`src/rtl/mux_scan_n.sv`:
```
// -----------------------------------------------------------------------------
// mux_scan_n
//
// Purpose:
//   N-channel, W-bit registered multiplexer with two operating modes:
//     - manual (mode=0): the channel on the output follows 'sel' directly.
//     - auto-scan (mode=1): the output steps through the channels whose 'en'
//       bit is set, dwelling DIV clock cycles on each one. This is intended for
//       time-multiplexed display digits or for sampling a set of buses.
//   The output data, the channel index and the valid flag are registered on the
//   same edge from the same next-channel value, so they always describe the
//   same channel.
//
// Parameters:
//   N      number of input channels (>= 2)
//   W      data width per channel (>= 1)
//   DIV    clock cycles spent on each channel in scan mode (>= 1)
//   SEL_W  select/index width, must equal $clog2(N)
//
// Ports:
//   clk     in   1        system clock, all state on the rising edge
//   rst     in   1        synchronous reset, active-high, dominates everything
//   mode    in   1        0 = manual select, 1 = auto-scan
//   sel     in   SEL_W    channel select (manual mode only)
//   en      in   N        per-channel enable mask (scan mode only)
//   d       in   N*W      flattened channel data, channel k at d[k*W +: W]
//   q       out  W        registered selected data
//   ch      out  SEL_W    registered index of the channel currently on q
//   valid   out  1        q/ch describe a legitimate channel
//   tick    out  1        one-cycle pulse in the cycle ch has just advanced
//                         in scan mode
//   sel_oh  out  N        (only with MUX_SCAN_ONEHOT_EN defined) registered
//                         one-hot of the channel on q, zero when not valid;
//                         meant as a direct digit-anode drive
//
// Build option:
//   MUX_SCAN_ONEHOT_EN  when defined, adds the sel_oh output and its register.
//                       When undefined the port and its logic are absent and
//                       everything else behaves identically.
// -----------------------------------------------------------------------------
module mux_scan_n #(
  parameter int N     = 4,
  parameter int W     = 1,
  parameter int DIV   = 4,
  parameter int SEL_W = 2
) (
  input  logic             clk,
  input  logic             rst,
  input  logic             mode,
  input  logic [SEL_W-1:0] sel,
  input  logic [N-1:0]     en,
  input  logic [N*W-1:0]   d,
  output logic [W-1:0]     q,
  output logic [SEL_W-1:0] ch,
  output logic             valid,
  output logic             tick
`ifdef MUX_SCAN_ONEHOT_EN
  ,
  output logic [N-1:0]     sel_oh
`endif
);

  // ---------------------------------------------------------------------------
  // Elaboration-time parameter checks
  // ---------------------------------------------------------------------------
  generate
    if (SEL_W != $clog2(N)) begin : g_bad_sel_w
      $error("mux_scan_n: SEL_W (%0d) must equal clog2(N) (%0d)", SEL_W, $clog2(N));
    end
    if (N < 2) begin : g_bad_n
      $error("mux_scan_n: N (%0d) must be at least 2", N);
    end
    if (W < 1) begin : g_bad_w
      $error("mux_scan_n: W (%0d) must be at least 1", W);
    end
    if (DIV < 1) begin : g_bad_div
      $error("mux_scan_n: DIV (%0d) must be at least 1", DIV);
    end
  endgenerate

  // Prescaler width; DIV=1 still gets a one-bit counter that simply stays at 0.
  localparam int                PCNT_W    = (DIV > 1) ? $clog2(DIV) : 1;
  localparam logic [PCNT_W-1:0] PCNT_LAST = PCNT_W'(DIV - 1);
  localparam logic [PCNT_W-1:0] PCNT_ONE  = PCNT_W'(1);

  // Channel index arithmetic is done one bit wider so that ch+i and the
  // sel>=N test never overflow, whatever N is.
  localparam int                IDX_W     = SEL_W + 1;
  localparam logic [IDX_W-1:0]  N_IDX     = IDX_W'(N);

  // ---------------------------------------------------------------------------
  // Unpack the flattened data bus into one word per channel
  // ---------------------------------------------------------------------------
  logic [W-1:0] d_ch [N];

  genvar gi;
  generate
    for (gi = 0; gi < N; gi++) begin : g_unpack
      assign d_ch[gi] = d[gi*W +: W];
    end
  endgenerate

  // ---------------------------------------------------------------------------
  // State registers
  // ---------------------------------------------------------------------------
  logic [W-1:0]      data_q,  data_d;
  logic [SEL_W-1:0]  ch_q,    ch_d;      // ch_d is the "next channel" value
  logic              valid_q, valid_d;
  logic              tick_q,  tick_d;
  logic [PCNT_W-1:0] pcnt_q,  pcnt_d;

  // ---------------------------------------------------------------------------
  // Next enabled channel after ch_q, searching ch+1, ch+2, ... with wrap.
  // The last candidate examined is ch_q itself, so when only the current
  // channel is enabled the search lands back on it. If en is all zero nothing
  // is found and scan_next stays at ch_q (the caller never advances then).
  // ---------------------------------------------------------------------------
  logic [SEL_W-1:0] scan_next;
  logic             scan_found;

  always_comb begin
    scan_next  = ch_q;
    scan_found = 1'b0;
    for (int i = 1; i <= N; i++) begin
      logic [IDX_W-1:0] cand;
      cand = {1'b0, ch_q} + IDX_W'(i);
      if (cand >= N_IDX) begin
        cand = cand - N_IDX;
      end
      if (!scan_found && en[cand[SEL_W-1:0]]) begin
        scan_next  = cand[SEL_W-1:0];
        scan_found = 1'b1;
      end
    end
  end

  // ---------------------------------------------------------------------------
  // Manual select with out-of-range protection (only reachable for
  // non-power-of-two N).
  // ---------------------------------------------------------------------------
  logic [SEL_W-1:0] sel_safe;

  always_comb begin
    sel_safe = sel;
    if ({1'b0, sel} >= N_IDX) begin
      sel_safe = '0;
    end
  end

  // ---------------------------------------------------------------------------
  // Next-state logic
  // ---------------------------------------------------------------------------
  logic pcnt_at_last;
  logic any_en;

  assign pcnt_at_last = (pcnt_q == PCNT_LAST);
  assign any_en       = |en;

  always_comb begin
    data_d  = '0;
    ch_d    = ch_q;
    valid_d = 1'b0;
    tick_d  = 1'b0;
    pcnt_d  = '0;

    if (!mode) begin
      // Manual: follow sel; the prescaler is held at 0 so that a later switch
      // to scan gives a full DIV dwell on the current channel first.
      ch_d    = sel_safe;
      data_d  = d_ch[sel_safe];
      valid_d = 1'b1;
    end else begin
      // Scan: the prescaler free-runs, even while en is all zero.
      pcnt_d = pcnt_at_last ? '0 : (pcnt_q + PCNT_ONE);

      if (any_en) begin
        if (pcnt_at_last) begin
          ch_d   = scan_next;
          tick_d = 1'b1;
        end
        // A channel disabled mid-dwell keeps refreshing its data but reports
        // invalid until the next advance moves off it.
        data_d  = d_ch[ch_d];
        valid_d = en[ch_d];
      end
    end
  end

  always_ff @(posedge clk) begin
    if (rst) begin
      data_q  <= '0;
      ch_q    <= '0;
      valid_q <= 1'b0;
      tick_q  <= 1'b0;
      pcnt_q  <= '0;
    end else begin
      data_q  <= data_d;
      ch_q    <= ch_d;
      valid_q <= valid_d;
      tick_q  <= tick_d;
      pcnt_q  <= pcnt_d;
    end
  end

  assign q     = data_q;
  assign ch    = ch_q;
  assign valid = valid_q;
  assign tick  = tick_q;

`ifdef MUX_SCAN_ONEHOT_EN
  // ---------------------------------------------------------------------------
  // One-hot channel drive, registered alongside q/ch/valid
  // ---------------------------------------------------------------------------
  logic [N-1:0] sel_oh_q, sel_oh_d;

  always_comb begin
    sel_oh_d = '0;
    if (valid_d) begin
      sel_oh_d = N'(1) << ch_d;
    end
  end

  always_ff @(posedge clk) begin
    if (rst) begin
      sel_oh_q <= '0;
    end else begin
      sel_oh_q <= sel_oh_d;
    end
  end

  assign sel_oh = sel_oh_q;
`endif

endmodule

```
`config.mk`:
```
export PLATFORM = sky130hd
export DESIGN_NAME = mux_scan_n
export DESIGN_NICKNAME = d
export VERILOG_FILES = /design/src/rtl/mux_scan_n.sv
export SDC_FILE = /design/constraint.sdc
export NUM_CORES = 1
export LEC_CHECK = 0
export ABC_AREA = 1
export CAP_MARGIN = 20
export CORE_MARGIN = 2
export CORE_UTILIZATION = 48
export CTS_BUF_LIST = sky130_fd_sc_hd__clkbuf_8 sky130_fd_sc_hd__clkbuf_16
export CTS_CLUSTER_DIAMETER = 30
export CTS_CLUSTER_SIZE = 30
export DETAILED_ROUTE_END_ITERATION = 10
export PLACE_DENSITY = 0.77
export SLEW_MARGIN = 15
export SYNTH_ARGS = -nofsm -noshare
export SYNTH_HDL_FRONTEND = slang
export SYNTH_SLANG_ARGS = --single-unit
export TNS_END_PERCENT = 1
```
`constraint.sdc`:
```
create_clock -name clk -period 1.9 [get_ports clk]
set_clock_uncertainty 0.05 [all_clocks]
set_input_delay 0.475 -clock clk [delete_from_list [all_inputs] [get_ports clk]]
set_output_delay 0.475 -clock clk [all_outputs]
set_load 0.02 [all_outputs]
```
# --- Word-level counts from Yosys, hierarchy flattened ---
# Index checks and enable logic that the tools add are counted.
totals:
  regBits: 7
  input_bits: 13
  output_inout_bits: 5
  word_cells: 77
classes:
  addsub: 9
  n_lt_le_gt_ge: 11
  n_eq_ne: 2
  mux: 37
  bitwise_logic: 4
  n_reduce_logical: 9
ops:
  columns: ["operator", "n"]
  rows:
  - ["two-way mux 2 bit", 13]
  - [">= comparator 3 bit (second input constant)", 6]
  - ["two-way mux 1 bit", 17]
  - ["< comparator 2 x 3 -> 1 bit (second input constant)", 5]
  - ["binary-select mux 1 bit (select 2 bit)", 7]
  - ["subtractor 2 x 1 -> 2 bit (second input constant)", 4]
  - ["adder 2 x 2 -> 3 bit (second input constant)", 2]
  - ["inverter 2 -> 3 bit", 2]
  - ["OR reduction 3 bit", 2]
  - ["OR reduction 4 bit", 1]
  - ["adder 2 x 1 -> 3 bit (second input constant)", 1]
  - ["adder 2 x 3 -> 3 bit (second input constant)", 1]
  - ["logical AND 1 bit", 3]
  - ["logical NOT 1 bit", 3]
  - ["adder 2 x 1 -> 2 bit (second input constant)", 1]
  - ["== test 2 bit (second input constant)", 1]
  - ["inequality test 2 x 1 -> 1 bit (second input constant)", 1]
  - ["inverter 1 bit", 2]

# --- Depth between registers and ports, before layout ---
# Gate-level depths: netlist of the first run.
logic_depth:
  depth_word: 24
  mapped_depth: 18
  depth_no_buf: 17

# --- Least setup slack after synthesis of the first run ---
# Ideal clock, no wire load.
synth_path:
  path_kind: "reg-to-reg"
  from: "register ch_q[0] (netlist: ch[0])"
  to: "register data_q (netlist: q)"
  arrival_time_ns: 1.649
  required_time_ns: 1.741
  path_slack_ns: 0.093
  path_stages_with_launch: 19
  cell_sequence: "dfxtp_1 -> inv_2 -> buf_6 -> nand2_2 -> nand2_2 -> nand2_4 -> nand2_4 -> inv_2 -> nand3_1 -> nand2_1 -> nand2_2 -> nand2_4 -> nand2_4 -> nand2_2 -> nand2_1 -> nand2_1 -> nand3_1 -> nand2_1 -> inv_1"
synth_between:
  elab_chain_len: 24
  elab_cells_between_ends: 46
  cone_classes: "8 x add/sub; 4 x order compare; 27 x mux; 1 x bitwise; 6 x reduce/logical"
synth_rtl:
  columns: ["element", "line_no", "text"]
  rows:
  - ["from (decl)", "107", "logic [SEL_W-1:0] ch_q, ch_d; // ch_d is the \"next channel\" value"]
  - ["from (signal assigned)", "198", "ch_q <= ch_d;"]
  - ["adder 2 x 1 -> 3 bit", "126", "cand = {1'b0, ch_q} + IDX_W'(i);"]
  - [">= comparator 3 bit or subtractor 2 x 1 -> 2 bit (tied branches)", "127, 128", null]
  - ["two-way mux 2 bit", "127", "if (cand >= N_IDX) begin"]
  - ["binary-select mux 1 bit (select 2 bit)", "130", "if (!scan_found && en[cand[SEL_W-1:0]]) begin"]
  - ["two-way mux 1 bit (implied by the code)", "130", null]
  - ["two-way mux 1 bit", "130", null]
  - ["logical NOT 1 bit", "130", null]
  - ["logical AND 1 bit", "130", null]
  - ["[... 7 more ...]", null, null]
  - ["two-way mux 2 bit (*)", "177", "if (pcnt_at_last) begin"]
  - ["two-way mux 2 bit (*)", "176", "if (any_en) begin"]
  - ["two-way mux 2 bit (*)", "166", "if (!mode) begin"]
  - ["inverter 2 -> 3 bit (implied by the code) (*)", "183", "data_d = d_ch[ch_d];"]
  - ["binary-select mux 1 bit (select 2 bit) (*)", "183", null]
  - ["two-way mux 1 bit (implied by the code) (*) (2 in series)", "183", null]
  - ["two-way mux 1 bit (*)", "176", null]
  - ["two-way mux 1 bit (*)", "166", null]
  - ["to (signal assigned)", "197", "data_q <= data_d;"]
  - ["to (decl)", "106", "logic [W-1:0] data_q, data_d;"]
# Every way passes the cells marked *; elsewhere a longest branch is shown, timed or not. The select of a mux whose other input is x is not followed.
# A chain may end at the register's enable or synchronous reset.

# --- Worst setup path after layout of the first run ---
layout_path:
  from: "input port en[1]"
  to: "register valid_q (netlist: valid)"
layout_between:
  elab_chain_len: 19
  elab_cells_between_ends: 29
  cone_classes: "22 x mux; 7 x reduce/logical"
layout_rtl:
  columns: ["element", "line_no", "text"]
  rows:
  - ["from (decl)", "51", "input logic [N-1:0] en,"]
  - ["binary-select mux 1 bit (select 2 bit)", "130", null]
  - ["two-way mux 1 bit (implied by the code)", "130", null]
  - ["two-way mux 1 bit", "130", null]
  - ["logical NOT 1 bit", "130", null]
  - ["logical AND 1 bit", "130", null]
  - ["two-way mux 1 bit", "130", null]
  - ["logical NOT 1 bit", "130", null]
  - ["logical AND 1 bit", "130", null]
  - ["[... 3 more ...]", null, null]
  - ["two-way mux 2 bit", "130", null]
  - ["two-way mux 2 bit", "177", null]
  - ["two-way mux 2 bit", "176", null]
  - ["two-way mux 2 bit", "166", null]
  - ["binary-select mux 1 bit (select 2 bit)", "184", "valid_d = en[ch_d];"]
  - ["two-way mux 1 bit (implied by the code)", "184", null]
  - ["two-way mux 1 bit (*)", "176", null]
  - ["two-way mux 1 bit (*)", "166", null]
  - ["to (signal assigned)", "199", "valid_q <= valid_d;"]
  - ["to (decl)", "108", "logic valid_q, valid_d;"]
# Marked as above.

==> impl_results.md, run 1 <==
- Run status: finished, final reports clean
- GRT Overall Usage: 0.241
- Via density: 5.25
- First-pass GRT wire length: 3480 um
- CTS Sinks: 7
- Post-Syn Instances: 132
- Final RePlAce weighted congestion: 0.911
- Total wire length: 2050 um
- Combinational share of power: 0.381
- Setup Crit Path Kind: in2reg
- Core area: 1490 um2
- Initial antenna violation count: 0
- Clock slew at reported path FFs: 40 ps
- Total CTS buffers: 3
- CP arrival: 1860 ps
- Power per cell area: 562 nW/um2
- Die W: 43.8 um
- Fmax: 0.562 GHz
- DRC viols: 0
- HPWL after detailed placement: 1590 um
- Worst relative slew slack: 0.813
- GRT overflow: 0
- Rows: 14
- Cell Area, Synth: 759 um2
- Hold crit path type: reg2reg
- Hold buffer count at cts: 0
- Starting DRT DRC Count: 24
- Mean Syn Cell Area: 5.75 um2
- Number of global-route vias before repair: 888
- Largest net degree at the start of global routing: 13
- Cell chain of the critical path: clkdlybuf4s15_1 -> inv_2 -> nand2_1 -> nand3_1 -> nand2_2 -> nor2_4 -> nand3_1 -> nand2_2 -> nand2_4 -> nand2_4 -> nand2_1 -> nand3_1 -> nand3_1 -> nand2_1 -> inv_1
- CTS tree: done
- Hold WS: 369 ps
- Internal: 395 uW
- Max Cap Violations: 0
- Final Net Count: 178
- Routed len/inst: 11.5 um
- Switching Fraction: 0.346
- Max FO, Critical Path: 6
- Sequential share of the synthesized area: 0.185
- Synth Register Bits: 7
- DIE AREA: 1920 um2
- Final TNS setup: 0 ps
- Max stage delay cell, worst path: clkdlybuf4s15_1
- Element type at the critical path end: register
- Power, Total: 604 uW
- Die Y: 43.8 um
- Slew Limit Fails: 0
- PnR worst setup slack: 119 ps
- Most common cell after layout, fill and taps aside: nand2_1
- Skew-Pair Late Insertion Delay: 230 ps
- Fin crit share: 0.937
- Clk buf depth: 2
- Layout cell share with drive strength beyond 1: 0.270
- Maximum VDD drop: 509 uV
- Clock group share of total power: 0.351
- Fin. Hold Viols: 0
- Startpoint types: input port
- Yosys warns: 0
- Area Overhead vs Synth: 41.5%
- DP Worst Slack: -381 ps
- CP dominant cell by count: nand3_1
- Library cells used by synthesis: 19
- Final setup fails: 0
- Drt pass-1 iters: 4
- CP max stage delay: 250 ps
- ANT nets after route: 0
- Root Driver: clkbuf_8
- Sequential power share: 0.268
- Syn nets: 146
- Number of diodes: 0
- Commonest non-fill, non-tap cells in the layout: nand2_1 (48), nand3_1 (22), clkdlybuf4s50_1 (11), buf_4 (11)
- Vias: 940
- Starting Density: 0.510
- Worst slew pin tran: 278 ps
- LEAKAGE: 0.578 nW
- Crit path time final: 1780 ps
- Critical path required time: 1980 ps
- CTS H-tree lvls: 1
- I/O pins: 18
- Buffers on Ports: 17
- Switch Pwr: 209 uW
synth_stat cells:
| library cell | n | area share |
|---|---|---|
| a21oi_1 | 5 | 0.033 |
| buf_4 | 1 | 0.0099 |
| buf_6 | 1 | 0.015 |
| dfxtp_1 | 7 | 0.18 |
| ha_1 | 1 | 0.016 |
| inv_1 | 12 | 0.059 |
| inv_2 | 3 | 0.015 |
| nand2_1 | 50 | 0.25 |
| nand2_2 | 7 | 0.058 |
| nand2_4 | 7 | 0.10 |
| nand3_1 | 23 | 0.15 |
| nand3b_1 | 1 | 0.0099 |
| nor2_1 | 8 | 0.040 |
| nor2_4 | 1 | 0.015 |
| nor3_1 | 1 | 0.0066 |
| o21ai_0 | 1 | 0.0066 |
| o21ai_1 | 1 | 0.0066 |
| o32ai_1 | 1 | 0.012 |
| o41ai_1 | 1 | 0.012 |
path summary, 6_finish.rpt:
path	start	endpoint	slack (ps)	cells after the start
max	en[1]	valid	120	15
min reg2reg	pcnt_q[0]	pcnt_q[0]	370	1
min	pcnt_q[0]	pcnt_q[0]	370	1
max reg2reg	ch[0]	valid	130	15
cell type report:
class,count,area [um2]
clock buffer,3,41.3
clock inverter,1,3.75
fill,131,414
inverter,15,58.8
multi-input combinational,108,554
sequential,7,145
tap,16,20.0
timing repair buffer,29,251
power by group through the flow:
stage / combinational [mW] / sequential [mW] / clock (mW)
CTS: 0.224 / 0.162 / 0.214
global placement: 0.222 / 0.164 / 0
detailed placement: 0.226 / 0.164 / 0
global route: 0.255 / 0.163 / 0.225
floorplan: 0.135 / 0.172 / 0
finish: 0.230 / 0.162 / 0.212
per-stage QoR:
step            util  cells  instance area (um2)
4_1_cts        0.708    178                 1050
5_1_grt        0.722    179                 1070
2_1_floorplan      -    132                  759
3_3_place_gp   0.681    174                 1010
3_5_place_dp   0.681    174                 1010
6_report       0.722    179                 1070
state kept, by name, indices dropped and copies added, names as in the netlist:
| signal | count |
|---|---|
| tick | 1 |
| ch | 2 |
| q | 1 |
| valid | 1 |
| pcnt_q | 2 |
logic make-up after synthesis:
kind of cell,count (synthesis),synth area share
DFF,7,0.185
buffers and inverters,17,0.0988
adders and majority gates,1,0.0165
and+or+nand+nor,98,0.631
AOI/OAI and AO/OA,9,0.0692
repair_timing:
action	in CTS	in global routing
gates resized for setup	10	14
pin swaps	0	2
endpoints found under the setup margin	5	2
hold endpoints to repair	0	0
buffers inserted	0	1
critical path, delay by kind of cell:
family                 cells  cell delay (ps)
and+or+nand+nor           12             1000
buffers and inverters      3              380
metal layers:
layer,track usage,share of wire,vias up
li1,-,-,482
met1,0.263,0.42,425
met2,0.453,0.52,30
met3,0.0375,0.046,3
met4,0.103,0.013,0
met5,0,0,-
Note: power is estimated with default switching activity, not from simulation.
==> run 2: changes to the inputs <==
--- a/config.mk
+++ b/config.mk
@@ -13,7 +13,7 @@
 export CTS_CLUSTER_DIAMETER = 30
 export CTS_CLUSTER_SIZE = 30
 export DETAILED_ROUTE_END_ITERATION = 10
-export PLACE_DENSITY = 0.77
+export PLACE_DENSITY = 0.88
 export SLEW_MARGIN = 15
 export SYNTH_ARGS = -nofsm -noshare
 export SYNTH_HDL_FRONTEND = slang
==> run 2 against run 1 <==
Combinational power fell by 3%. Sequential power barely moved. Setup slack improved by 33 ps. Highest routed layer unchanged. Critical path type unchanged. Cell count fell by 1.7%. Non-clock buffer count fell by 3. Fmax rose by 1.9%. Register-to-register slack improved by 30 ps. Via count fell by 1.1%. Wire length fell by 8.5%. Die area did not move. Cell area fell by 1.7%. Clock power fell by 8%.
==> impl_results.md, run 2 (synthesized netlist as in run 1, its figures left out) <==
- Setup Crit Path Kind: in2reg
- Crit path time final: 1750 ps
- GRT Overall Usage: 0.226
- Critical path required time: 1970 ps
- CP max stage delay: 230 ps
- Total CTS buffers: 3
- Core area: 1490 um2
- Hold crit path type: reg2reg
- Starting Density: 0.510
- Final RePlAce weighted congestion: 0.899
- Skew-Pair Late Insertion Delay: 220 ps
- Element type at the critical path end: register
- Switch Pwr: 191 uW
- Depth of the most critical reg-to-reg path: 17
- Clock group share of total power: 0.337
- Dpl cell area: 998 um2
- Max FO, Critical Path: 6
- Reg2reg end: q
- Clk buf depth: 2
- Slew Limit Fails: 0
- CP arrival: 1810 ps
- DRC viols: 0
- HPWL after detailed placement: 1460 um
- CP top delay family: simple AND/OR/NAND/NOR gates
- Hold buffer count at cts: 0
- Commonest non-fill, non-tap cells in the layout: nand2_1 (48), nand3_1 (22), clkdlybuf4s50_1 (11)
- Power per cell area: 550 nW/um2
- Combinational share of power: 0.382
- Root Driver: clkbuf_8
- Finished Core Util: 0.709
- First-pass GRT wire length: 3390 um
- Area Overhead vs Synth: 39.0%
- Die W: 43.8 um
- ANT nets after route: 0
- HP Start: pcnt_q[0]
- Layout cell share with drive strength beyond 1: 0.250
- Reg2Reg Setup Slack: 160 ps
- Max stage delay cell, worst path: clkdlybuf4s15_1
- Worst relative slew slack: 0.805
- I/O pins: 18
- Multi-input logic area: 554 um2
- Final setup fails: 0
- Hold path cells: 1
- CTS H-tree lvls: 1
- Startpoint types: input port
- Power, Total: 581 uW
- Total wire length: 1880 um
- Switching Fraction: 0.330
- Rows: 14
- Maximum VDD drop: 887 uV
- Finished Cell Area: 1060 um2
- LEAKAGE: 0.563 nW
- Vias: 930
- GRT overflow: 0
- WP buf/inv: 3
- Largest net degree at the start of global routing: 12
- Buffers on Ports: 17
- DIE AREA: 1920 um2
- Fin crit share: 0.920
- Sequential power share: 0.280
- Most common cell after layout, fill and taps aside: nand2_1
- Die Y: 43.8 um
- Number of global-route vias before repair: 865
- CP dominant cell by count: nand2_1
- Starting DRT DRC Count: 18
- Hold EP: pcnt_q[0]
- Drt pass-1 iters: 4
- Routed len/inst: 10.7 um
- CTS Sinks: 7
- Filler cells: 139
- Cell chain of the critical path: clkdlybuf4s15_1 -> nand2_1 -> nand2_2 -> nand2_4 -> nand2_4 -> inv_2 -> nand3_1 -> nand2_1 -> nand2_2 -> nand2_4 -> nand2_4 -> nand2_2 -> nand2_1 -> nand2_1 -> nand3_1 -> nand2_1 -> inv_1
- Clock slew at reported path FFs: 40 ps
- Initial antenna violation count: 0
- Final Net Count: 175
- Number of diodes: 0
- CTS tree: done
- Run status: finished, final reports clean
- Fin. Hold Viols: 0
- Max Cap Violations: 0
- Fmax: 0.572 GHz
- Internal: 389 uW
- Flip-flop and latch area: 148 um2
- Worst slew pin tran: 288 ps
- Worst reg2reg path startpoint: ch[0]
- Via density: 5.28
-- run 2: repair_timing --
action	in CTS	in global routing
gates resized for setup	10	13
endpoints found under the setup margin	5	3
setup buffers	0	0
-- run 2: through the flow --
step,std cells,hold slack [ps],setup WS (ps),setup TNS (ps)
2_1_floorplan,132,348,92.7,0
3_3_place_gp,172,359,-347,-1030
3_5_place_dp,172,371,-366,-1100
4_1_cts,176,403,42.2,0
5_1_grt,176,437,-30.3,-30.3
6_report,176,403,152,0
-- run 2: worst max-delay path by stage --
stage                     cells past startpoint  slack [ps]   from     to
after floorplan                              18          90  ch[0]      q
after global placement                       16        -350  en[2]  valid
after detailed placement                     16        -370  en[2]  valid
after CTS                                    15          40  ch[1]  valid
after global routing                         15         -30  en[3]  valid
final                                        17         150  en[3]      q
-- run 2: worst reg2reg max path, delay by kind of cell, from the launching register on --
kind          cells  cell delay [ps]
flops             1              360
buf+inv           3              220
simple gates     14              990
-- run 2: power groups by stage --
| stage | Sequential, mW | Clock [mW] | Combinational, mW |
|---|---|---|---|
| after detailed placement | 0.165 | 0 | 0.220 |
| after floorplan | 0.172 | 0 | 0.135 |
| final | 0.163 | 0.196 | 0.222 |
| after global routing | 0.164 | 0.213 | 0.247 |
| after CTS | 0.163 | 0.201 | 0.218 |
| after global placement | 0.165 | 0 | 0.216 |
-- run 2: area by class of cell --
cell class	count	share of cell area
inverters	15	0.0557
clock inverters	1	0.00355
repair buffers	26	0.218
clock buffers	3	0.0391
multi-input cells	108	0.525
well taps	16	0.0190
flip-flops and latches	7	0.140
-- run 2: routing by layer --
metal	wire (um)	share of wire	global-route usage
met1	821	0.44	0.272
met2	914	0.49	0.400
met3	113	0.060	0.0667
met4	28	0.015	0.0364
met5	0	0	0
==> run 3: changes to the inputs <==
--- a/config.mk
+++ b/config.mk
@@ -10,7 +10,7 @@
 export CORE_MARGIN = 2
 export CORE_UTILIZATION = 48
 export CTS_BUF_LIST = sky130_fd_sc_hd__clkbuf_8 sky130_fd_sc_hd__clkbuf_16
-export CTS_CLUSTER_DIAMETER = 30
+export CTS_CLUSTER_DIAMETER = 150
 export CTS_CLUSTER_SIZE = 30
 export DETAILED_ROUTE_END_ITERATION = 10
 export PLACE_DENSITY = 0.88
==> results of run 3 <==
Same layout as run 2: the final DEF is identical, and so are final timing and power.
